<file path="config.mk">
export PLATFORM = sky130hd
export DESIGN_NAME = cpu_seq
export DESIGN_NICKNAME = d
export VERILOG_FILES = /design/src/rtl/cpu_seq.sv
export SDC_FILE = /design/constraint.sdc
export NUM_CORES = 1
export LEC_CHECK = 0
export BUFFER_PORTS_ARGS = -buffer_cell sky130_fd_sc_hd__clkbuf_2
export CAP_MARGIN = 25
export CORE_MARGIN = 2
export CORE_UTILIZATION = 35
export DETAILED_ROUTE_END_ITERATION = 7
export HOLD_SLACK_MARGIN = 0.06
export PLACE_DENSITY_LB_ADDON = 0.1
export SYNTH_ARGS = -nofsm -noshare
export SYNTH_HDL_FRONTEND = slang
export SYNTH_SLANG_ARGS = --single-unit
export TNS_END_PERCENT = 10
</file>
<file path="constraint.sdc">
create_clock -name i_clk -period 2.9 [get_ports i_clk]
set_input_delay 0.58 -clock i_clk [delete_from_list [all_inputs] [get_ports i_clk]]
set_output_delay 0.58 -clock i_clk [all_outputs]
set_load 0.1 [all_outputs]
</file>
<file path="src/rtl/cpu_seq.sv">
// Multi-cycle instruction sequencer: FETCH -> EXEC -> [MEM] -> WB, with an absorbing HALT.
// Define CPU_SEQ_PERF_CNT_EN to build the cycle and retired-instruction counters in.
module cpu_seq (
   input  logic        i_clk,
   input  logic        i_rst_n,
   output logic        o_imem_req,
   input  logic        i_imem_ack,
   output logic        o_ir_we,
   input  logic        i_is_store,
   input  logic        i_is_load,
   input  logic        i_is_branch,
   input  logic        i_is_jump,
   input  logic        i_wb_en,
   input  logic        i_illegal,
   input  logic        i_cmp_res,
   output logic        o_dmem_req,
   output logic        o_dmem_we,
   input  logic        i_dmem_ack,
   output logic        o_pc_we,
   output logic        o_pc_sel,
   output logic        o_rf_we,
   output logic        o_retire,
   output logic        o_halted,
   output logic [2:0]  o_state,
   output logic [31:0] o_cycle_cnt,
   output logic [31:0] o_instret
);

   typedef enum logic [2:0] {
      ST_FETCH = 3'd0,
      ST_EXEC  = 3'd1,
      ST_MEM   = 3'd2,
      ST_WB    = 3'd3,
      ST_HALT  = 3'd4
   } state_t;

   state_t state, state_nxt;

   always_ff @(posedge i_clk or negedge i_rst_n) begin
      if (!i_rst_n) state <= ST_FETCH;
      else          state <= state_nxt;
   end

   always_comb begin
      state_nxt = state;
      case (state)
         ST_FETCH: if (i_imem_ack) state_nxt = ST_EXEC;
         ST_EXEC: begin
            if (i_illegal)                    state_nxt = ST_HALT;
            else if (i_is_load || i_is_store) state_nxt = ST_MEM;
            else                              state_nxt = ST_WB;
         end
         ST_MEM:  if (i_dmem_ack) state_nxt = ST_WB;
         ST_WB:   state_nxt = ST_FETCH;
         ST_HALT: state_nxt = ST_HALT;
         default: state_nxt = ST_FETCH;
      endcase
   end

   // Strobes are also qualified by i_rst_n so a reset drops requests before any clock edge.
   always_comb begin
      o_imem_req = 1'b0;
      o_ir_we    = 1'b0;
      o_dmem_req = 1'b0;
      o_dmem_we  = 1'b0;
      o_pc_we    = 1'b0;
      o_pc_sel   = 1'b0;
      o_rf_we    = 1'b0;
      o_retire   = 1'b0;
      o_halted   = 1'b0;
      if (i_rst_n) begin
         case (state)
            ST_FETCH: begin
               o_imem_req = 1'b1;
               o_ir_we    = i_imem_ack;
            end
            ST_MEM: begin
               o_dmem_req = 1'b1;
               o_dmem_we  = i_is_store;
            end
            ST_WB: begin
               o_pc_we  = 1'b1;
               o_retire = 1'b1;
               o_rf_we  = i_wb_en & ~i_is_store;
               o_pc_sel = i_is_jump | (i_is_branch & i_cmp_res);
            end
            ST_HALT:  o_halted = 1'b1;
            default:  ;
         endcase
      end
   end

   assign o_state = state;

`ifdef CPU_SEQ_PERF_CNT_EN
   logic [31:0] cycle_cnt;
   logic [31:0] instret;

   always_ff @(posedge i_clk or negedge i_rst_n) begin
      if (!i_rst_n) begin
         cycle_cnt <= '0;
         instret   <= '0;
      end else begin
         if (state != ST_HALT) cycle_cnt <= cycle_cnt + 32'd1;
         if (o_retire)         instret   <= instret + 32'd1;
      end
   end

   assign o_cycle_cnt = cycle_cnt;
   assign o_instret   = instret;
`else
   assign o_cycle_cnt = '0;
   assign o_instret   = '0;
`endif

endmodule

</file>
==> run summary, run 1 <==
The run finished with clean final reports. In this run the horizontal extent of the chip is 49.9 um. The length in cells of the worst reg-to-reg path is 2. Max-cap violations in this run came to 0.

The data arrival time of the worst path is 1.67 ns. The initial core utilization came out at 37.2%. The worst clock skew came out at 0.00615 ns. The die covers 2490 um2. sky130_fd_sc_hd__buf_4 takes more of the synthesized area than any other cell.

In the global route stage, overall resource usage came out at 6.63%. Ranked by total cell area, the synthesized netlist is headed by sky130_fd_sc_hd__buf_4 (67%), sky130_fd_sc_hd__dfrtp_1 (10%), sky130_fd_sc_hd__and4bb_2 (3.4%). The site row count is 16. The relative slew slack is 63.8%. The register area is 81.3 um2. The number of max-slew violations in the final report is 0.

The first global-routing pass estimated 1240 um of wire. The signed area change from the synthesized netlist to the final layout is -9.66%. The register clock-pin slew on the reported worst setup and hold paths is 0.04 ns. Sequential cells were found to cover 10.2% of the synthesized design area. After filler insertion, the fill cell instance count of the layout stands at 217. The library cell used most frequently in the layout, excluding fill and tap cells, is sky130_fd_sc_hd__conb_1.

The type of the most critical hold path is in2async. The placeable core area is 1980 um2. The final core area utilization is 33.6%. The source-to-sink clock delay at the later pin of the worst-skew pair is 0.23 ns. 0 antenna diodes ended up in the layout. The die height is 49.9 um.

The proportion of netlist area held by the largest area contributor came out at 67.1%. The post-CTS setup-driven buffer insertion count is 0. In the layout the commonest cells are sky130_fd_sc_hd__conb_1 (64), sky130_fd_sc_hd__clkbuf_2 (22), sky130_fd_sc_hd__a21oi_1 (3), sky130_fd_sc_hd__clkbuf_4 (3). Walking the worst path, the cells encountered are nand4b_1 > nor3b_2 > clkbuf_2. The cell area after synthesis is 738 um2. The average size of a mapped cell is 8.11 um2. The transition at the pin with the smallest max-transition slack came out at 0.545 ns.

The weighted congestion at the end of routability-driven global placement came out at 0.680. The number of storage elements in the synthesis netlist came out at 3. The sum of overflow across all layers after global routing is 0.

Among all stages on the critical path, the largest delay is contributed by sky130_fd_sc_hd__clkbuf_2. The final count of hold timing violations came out at 0. The number of global-route vias before repair came out at 297. The data required time of the worst path came out at 2.32 ns. The count of cell types in the netlist is 19. The half-perimeter wire length after detailed placement is 865 um. The TritonCTS buffer count came out at 3. The highest cell delay on the worst timing path is 0.48 ns. Of the available clock period, the critical path in the final layout requires 77.7%. The type of origin of the critical path is a flop. In this run the worst path has a maximum fanout of 9. TritonCTS built the clock tree. The number of iterations in the first detailed-routing pass is 1. The total of hold buffers inserted after clock tree synthesis came out at 0. The highest achievable clock rate is 444 MHz. The pin count of the biggest net entering global routing came out at 12. The H-tree depth reported by CTS is 1. The wire length reported by the detailed router is 1030 um. The final layout contains 125 nets. The number of buffers on the longest clock path is 2. The vias per cell came out at 3.16.

The source of the critical timing path is o_state[2]. The routed layout has 443 vias. The number of flip-flops in the largest register came out at 3. The number of ports placed on the die boundary came out at 87. In this run the critical register-to-register path is launched from o_state[1]. The detailed-route wire length per cell is 7.36 um. Once placement finished, the instance area stood at 641 um2. The capture point of the worst reg-to-reg path is o_state[0]. The minimum setup slack among reg-to-reg paths came out at 1.64 ns. The total of warnings raised by yosys came out at 0.

The number of DRC markers after the initial detailed-route iteration came out at 0. After routing the design area is 667 um2. STA classifies the critical path endpoint as an output pin. In this run the remaining antenna-violating nets after routing total 0. The initial antenna violation count is 0. The DRC violation count after routing is 0. Setup repair after global routing left no endpoint under its margin. The fraction of layout instances using a drive strength above 1 came out at 31.0%. The port buffer count came out at 22.

The critical path ends at o_rf_we. The number of gates resized after cts came out at 0. The class of the most critical setup path is reg2out. The shortest period the worst path allows is 2.25 ns. The area of combinational cells with multiple inputs is 408 um2. The number of clock sinks seen by CTS is 3. The total of endpoints with negative setup slack in the final report came out at 0. CTS placed an instance of sky130_fd_sc_hd__clkbuf_4 at the clock tree root. The gate count after technology mapping is 91.
-- synth_stat cells --
master,number
sky130_fd_sc_hd__or3b_2,1
sky130_fd_sc_hd__nor4b_1,1
sky130_fd_sc_hd__buf_4,66
sky130_fd_sc_hd__o41a_1,1
sky130_fd_sc_hd__a21oi_1,3
sky130_fd_sc_hd__buf_6,1
sky130_fd_sc_hd__conb_1,1
sky130_fd_sc_hd__a211oi_2,1
sky130_fd_sc_hd__mux2i_1,1
sky130_fd_sc_hd__nand3b_1,1
sky130_fd_sc_hd__inv_1,2
sky130_fd_sc_hd__or2b_1,1
sky130_fd_sc_hd__and4bb_2,2
sky130_fd_sc_hd__and2_1,2
sky130_fd_sc_hd__nand4b_1,1
sky130_fd_sc_hd__dfrtp_1,3
sky130_fd_sc_hd__nand2b_1,1
sky130_fd_sc_hd__nor3b_1,1
sky130_fd_sc_hd__nor2_1,1
-- worst min path at each step --
stage                      end  cells past startpoint
finish              o_state[1]                      1
floorplan           o_state[1]                      0
detailed placement  o_state[0]                      1
global route        o_state[1]                      1
global placement    o_state[0]                      1
CTS                 o_state[1]                      1
-- per-layer routing --
metal,vias to the layer above,global-route usage (%),part of all wire (%)
li1,203,-,-
met1,197,7.52,36
met2,43,10.4,48
met3,0,2.42,16
met4,0,4.17,0
met5,-,0,0
-- per-stage QoR --
stage / hold slack, ns / cells / setup TNS, ns / worst slack [ns]
after floorplan: 0.284 / 154 / -0.120 / -0.108
after global placement: 0.403 / 136 / 0 / 0.681
after detailed placement: 0.401 / 136 / 0 / 0.697
after CTS: 0.150 / 140 / 0 / 0.646
after global routing: 0.167 / 140 / 0 / 0.580
final: 0.155 / 140 / 0 / 0.647
-- critical path, delay by kind of cell (launching register included) --
kind	cells	cell delay (ns)
DFF	1	0.47
and+or+nand+nor	2	0.49
buffers and inverters	1	0.48
-- cell type report --
cell class                 count  area share (%)
sequential                     3            12.2
clock buffer                   4            3.94
inverter                       2            1.13
tap                           27            5.07
timing repair buffer          22            16.5
multi-input combinational     82            61.2
-- cell families after synthesis --
family	share of synthesized area, %
compound gates	5.25
buf+inv	69.7
flops	10.2
mux	1.36
other cells	0.508
simple gates	13.1
Power of run 1 is not shown: default switching activity piles up to over one toggle a cycle in this logic, so the estimate is an artifact.
==> run 2: changes to the inputs <==
--- a/config.mk
+++ b/config.mk
@@ -8,7 +8,7 @@
 export BUFFER_PORTS_ARGS = -buffer_cell sky130_fd_sc_hd__clkbuf_2
 export CAP_MARGIN = 25
 export CORE_MARGIN = 2
-export CORE_UTILIZATION = 35
+export CORE_UTILIZATION = 30
 export DETAILED_ROUTE_END_ITERATION = 7
 export HOLD_SLACK_MARGIN = 0.06
 export PLACE_DENSITY_LB_ADDON = 0.1
==> constraint.sdc (replaced) <==
create_clock -name i_clk -period 1.9 [get_ports i_clk]
set_input_delay 0.38 -clock i_clk [delete_from_list [all_inputs] [get_ports i_clk]]
set_output_delay 0.38 -clock i_clk [all_outputs]
set_load 0.1 [all_outputs]
==> run summary, run 2 (synthesis gave the netlist of run 1 again) <==
The floorplan has 17 rows. The initial core utilization is 32.4%. The count of maximum capacitance violations is 0.

The highest achievable clock rate is 549 MHz. Relative to the synthesized area, the layout overhead comes to 11.5%. The sum of met2 wire segment lengths after detailed routing came out at 520 um.

The DRC violation count after routing came out at 0. The pin count of the biggest net entering global routing is 12. Routed signal wires occupy layers up through met3. The horizontal die dimension came out at 53.6 um.

The library cell used most frequently in the layout, excluding fill and tap cells, is sky130_fd_sc_hd__conb_1. The die height came out at 53.6 um. The wire-length estimate of the detail-placed layout is 952 um. The number of flip-flops in the largest register came out at 3. The minimum setup slack among reg-to-reg paths came out at 0.68 ns.

Broken down by cell family, the worst path's largest delay share belongs to simple AND/OR/NAND/NOR gates. The highest cell delay on the worst timing path is 0.47 ns. The number of max-slew violations in the final report is 0.

The post-route fraction of the period consumed by the critical path is 95.8%. The CTS tree is done. The via count came out at 460. The shortest period the worst path allows came out at 1.82 ns. The layout net count is 127. Setup violations remaining at the end of the flow were counted as 0. The weighted congestion at the end of routability-driven global placement came out at 0.708. The detailed-route wire length per cell came out at 7.52 um. The number of iterations in the first detailed-routing pass is 4. The final core area utilization is 36.2%.

The length of routed wiring on met1 came out at 310 um. The initial antenna violation count came out at 0. In this run the worst path has a maximum fanout of 9. The residual antenna-violating net count after detailed routing is 0.

The type of destination of the critical path is an output pin. The worst pin sits at a relative slew slack of 64.1%. STA classifies the critical path startpoint as a flop. The register clock-pin slew on the reported worst setup and hold paths is 0.04 ns. The path class of the tightest hold or removal check is in2reg.

The worst setup path is of the reg2out kind. Setup repair after global routing left no endpoint under its margin. The number of clock sinks seen by CTS is 3.

The run finished with clean final reports. The clock passes through at most 2 buffers. Data arrives at the worst endpoint at 1.44 ns. The number of inserted diodes is 0. At the worst endpoint, the required time is 1.52 ns. The number of global-route vias before repair came out at 263. The port buffer count is 22. Traced cell by cell, the critical path runs through nand4b_1 > nor3b_2 > buf_12. The fraction of layout instances using a drive strength above 1 came out at 32.2%. The wire length of the first global-routing pass is 1140 um. The sum of met3 wire segment lengths after detailed routing is 244 um.

The final count of hold timing violations is 0. The TritonCTS buffer count is 3. The number of ports placed on the die boundary is 87.

The tree is rooted in a sky130_fd_sc_hd__clkbuf_4. After global routing the overflow that remains totals 0. Across the routed clock network, the largest skew measured is 0.000569 ns. The library cells used most frequently in the layout, excluding fill and tap cells, are sky130_fd_sc_hd__conb_1 (64), sky130_fd_sc_hd__clkbuf_2 (13), sky130_fd_sc_hd__buf_12 (9), sky130_fd_sc_hd__a21oi_1 (3), sky130_fd_sc_hd__clkbuf_4 (3). The die footprint is 2870 um2. The count of buffering cells on the critical path with inverters included came out at 1. Global routing consumed, over all layers together, 5.86% of the routing resources. The vias per cell is 3.22.

The total area inside the core boundary comes to 2280 um2. The clock reaches the later pin of the worst-skew pair after 0.23 ns. The transition at the pin with the smallest max-transition slack is 0.541 ns. The H-tree depth reported by CTS is 1.

The number of DRC markers after the initial detailed-route iteration is 1. The wire length reported by the detailed router is 1080 um. The cell with the largest stage delay on the worst path is sky130_fd_sc_hd__dfrtp_2.
==> run 2: cell types whose count changed in the layout (fill, tap and decap cells not counted) <==
cell	previous run	this run
sky130_fd_sc_hd__and2_1	1	0
sky130_fd_sc_hd__dlygate4sd3_1	0	1
sky130_fd_sc_hd__and2_4	1	2
sky130_fd_sc_hd__buf_12	0	9
sky130_fd_sc_hd__buf_4	0	1
sky130_fd_sc_hd__clkbuf_2	22	13
==> run 2: layout make-up <==
cell class                      instances  area [um2]
Clock buffer                            4        26.3
Fill cell                             234        1450
Inverter                                2        7.51
Multi-Input combinational cell         82         410
Sequential cell                         3        81.3
Tap cell                               28        35.0
Timing Repair Buffer                   24         263
==> run 2: path summary, 6_finish.rpt <==
kind | startpoint | end | cells past startpoint
max in group asynchronous | i_rst_n | o_state[0] | 2
min in group asynchronous | i_rst_n | o_state[0] | 2
min reg2reg | o_state[2] | o_state[0] | 1
max | o_state[2] | o_rf_we | 3
min | i_illegal | o_state[2] | 3
max reg2reg | o_state[1] | o_state[0] | 2
==> run 2: layer usage <==
metal,track usage [%],vias up
met5,0,-
met2,10.1,50
met4,3.85,0
met1,5.21,202
li1,-,208
met3,3.33,0
==> run 2: worst reg2reg max path: cells and delay by family (launching register included) <==
kind	cells	cell delay, ns
AO/OA/AOI/OAI	2	0.66
flip-flops	1	0.47
==> run 2: what timing repair did <==
action | in CTS | in global routing
setup buffers | 0 | 1
hold endpoints to repair | 3 | 0
endpoints found under the setup margin | 0 | 3
resized for setup | 0 | 1
hold buffers | 1 | 0
==> run 2: stage by stage <==
| step | hold WS (ns) | instances | TNS [ns] | instance area [um2] | worst slack (ns) |
|---|---|---|---|---|---|
| final | 0.439 | 143 | 0 | 823 | 0.0796 |
| after global routing | 0.442 | 143 | 0 | 823 | 0.0197 |
| after global placement | 0.206 | 137 | 0 | 777 | 0.269 |
| after CTS | 0.436 | 142 | 0 | 813 | 0.00627 |
| after detailed placement | 0.210 | 137 | 0 | 777 | 0.265 |
| after floorplan | 0.0844 | 154 | -4.33 | 1010 | -0.908 |
Power of run 2 is left out for the same reason.
==> run 3: changes to the inputs <==
--- a/config.mk
+++ b/config.mk
@@ -7,8 +7,10 @@
 export LEC_CHECK = 0
 export BUFFER_PORTS_ARGS = -buffer_cell sky130_fd_sc_hd__clkbuf_2
 export CAP_MARGIN = 25
+export CELL_PAD_IN_SITES_DETAIL_PLACEMENT = 0
+export CELL_PAD_IN_SITES_GLOBAL_PLACEMENT = 1
 export CORE_MARGIN = 2
-export CORE_UTILIZATION = 30
+export CORE_UTILIZATION = 18
 export DETAILED_ROUTE_END_ITERATION = 7
 export HOLD_SLACK_MARGIN = 0.06
 export PLACE_DENSITY_LB_ADDON = 0.1
==> run summary, run 3 (synthesis gave the netlist of run 1 again) <==
The final count of hold timing violations is 0. The horizontal die dimension came out at 68.0 um. The data required time of the worst path came out at 1.52 ns. The worst clock skew is 0.00448 ns.

The maximum net fanout on the critical path came out at 9. The via count came out at 457. The total of endpoints with negative setup slack in the final report is 0.

The number of max-slew violations in the final report came out at 0. The H-tree depth reported by CTS came out at 1. For this design the top-level I/O count stands at 87. The flow ran to the end, and the final reports show no timing, DRC or antenna violations. The detailed-route wire length per cell came out at 7.50 um.

The number of iterations in the first detailed-routing pass came out at 2. By startpoint and endpoint, the worst setup path is classified as reg2out. In the routed design, unresolved DRC markers number 0.

The TritonCTS buffer count came out at 3. The initial core utilization is 18.6%. The number of gates resized after cts is 0. Before CTS, the worst setup slack after placement is 0.256 ns.

In the layout the commonest cells are sky130_fd_sc_hd__conb_1 (64), sky130_fd_sc_hd__clkbuf_2 (13), sky130_fd_sc_hd__buf_12 (9), sky130_fd_sc_hd__a21oi_1 (3), sky130_fd_sc_hd__clkbuf_8 (3). The shortest period the worst path allows came out at 1.82 ns. In this run the cell area measured after placement is 805 um2. The die footprint is 4630 um2. After routing the design area is 867 um2.

Entering global routing, the biggest net connects 12 pins. The path class of the tightest hold or removal check is in2reg. The site row count came out at 23.

The net count of the finished layout is 127. After layout, the worst path uses 95.9% of the clock period. The residual antenna-violating net count after detailed routing is 0. At the end of routability-driven placement, the weighted congestion stood at 0.687.

The wire length reported by the detailed router is 1240 um. The number of global-route vias before repair is 296. The root buffer cell chosen for the clock tree is sky130_fd_sc_hd__clkbuf_8.

TritonCTS built the clock tree. Input and output buffers added on the ports amount to 22. STA classifies the critical path startpoint as a flop.

Once routing completed, OpenROAD measured the worst setup slack at 0.0778 ns. The highest achievable clock rate is 549 MHz. The number of flip-flops in the largest register is 3. The signed area change from the synthesized netlist to the final layout came out at 17.5%. The number of clock sinks seen by CTS came out at 3. Clock-pin slew was measured on the worst setup and hold paths at 0.03 ns. The wire-length estimate of the detail-placed layout is 1060 um. Setup repair after global routing left no endpoint under its margin.

The die height is 68.0 um. The relative slew slack is 64.2%. The wire length of the first global-routing pass came out at 1420 um. The number of DRC markers after the initial detailed-route iteration came out at 10. The count of maximum capacitance violations came out at 0. The fraction of layout instances using a drive strength above 1 came out at 31.3%. The number of antenna diodes in the final layout is 0. The transition at the pin with the smallest max-transition slack is 0.540 ns. The worst setup path is captured at an output pin. The initial antenna violation count came to 0. The clock reaches the later pin of the worst-skew pair after 0.22 ns.

After detailed routing, the number of vias per cell comes to 2.77. The number of buffers on the longest clock path is 2. The sum of overflow across all layers after global routing came out at 0. In the global route stage, overall resource usage came out at 4.40%.

The library cell used most frequently in the layout, excluding fill and tap cells, is sky130_fd_sc_hd__conb_1. The placeable core area is 3970 um2. The data arrival time of the worst path is 1.44 ns.
==> run 3: cell counts in the layout (fill, tap and decap cells not counted) <==
No cell type changed its count.
==> run 3: critical path, cell delays in order, from the launching register on <==
cell                       delay, ns
sky130_fd_sc_hd__dfrtp_2        0.47
sky130_fd_sc_hd__nand4b_1       0.26
sky130_fd_sc_hd__nor3b_2        0.29
sky130_fd_sc_hd__buf_12         0.21
==> run 3: final cells by class <==
cell class / count / area [um2]
fill: 461 / 3100
multi-input combinational: 82 / 408
timing repair buffer: 24 / 263
sequential: 3 / 81.3
tap: 50 / 62.6
clock buffer: 4 / 45.0
inverter: 2 / 7.51
==> run 3: final timing paths <==
kind / startpoint / to / slack (ns) / depth (start not counted)
max: o_state[2] / o_rf_we / 0.08 / 3
max reg2reg: o_state[1] / o_state[0] / 0.69 / 2
min reg2reg: o_state[2] / o_state[0] / 0.54 / 1
max in group asynchronous: i_rst_n / o_state[1] / 1.15 / 2
min in group asynchronous: i_rst_n / o_state[0] / 0.58 / 2
min: i_is_load / o_state[0] / 0.46 / 3
==> run 3: what timing repair did <==
action                                  in CTS  in global routing
hold endpoints to repair                     3                  0
hold buffers                                 1                  0
buffers inserted                             0                  1
endpoints found under the setup margin       0                  2
==> run 3: routing by layer <==
| metal | up-vias | track usage [%] | routed length, um |
|---|---|---|---|
| met3 | 0 | 3.95 | 274 |
| met1 | 197 | 4.92 | 391 |
| met2 | 51 | 6.31 | 572 |
| met4 | 0 | 0.750 | 0 |
| met5 | - | 0 | 0 |
| li1 | 209 | - | - |
==> run 3: stage by stage <==
step / instances / TNS, ns / hold slack [ns] / util, %
finish: 165 / 0 / 0.462 / 21.8
global route: 165 / 0 / 0.470 / 21.8
CTS: 164 / 0 / 0.460 / 21.6
detailed placement: 159 / 0 / 0.206 / 20.3
global placement: 159 / 0 / 0.208 / 20.3
floorplan: 154 / -4.33 / 0.0844 / -
Power of run 3 is left out for the same reason.
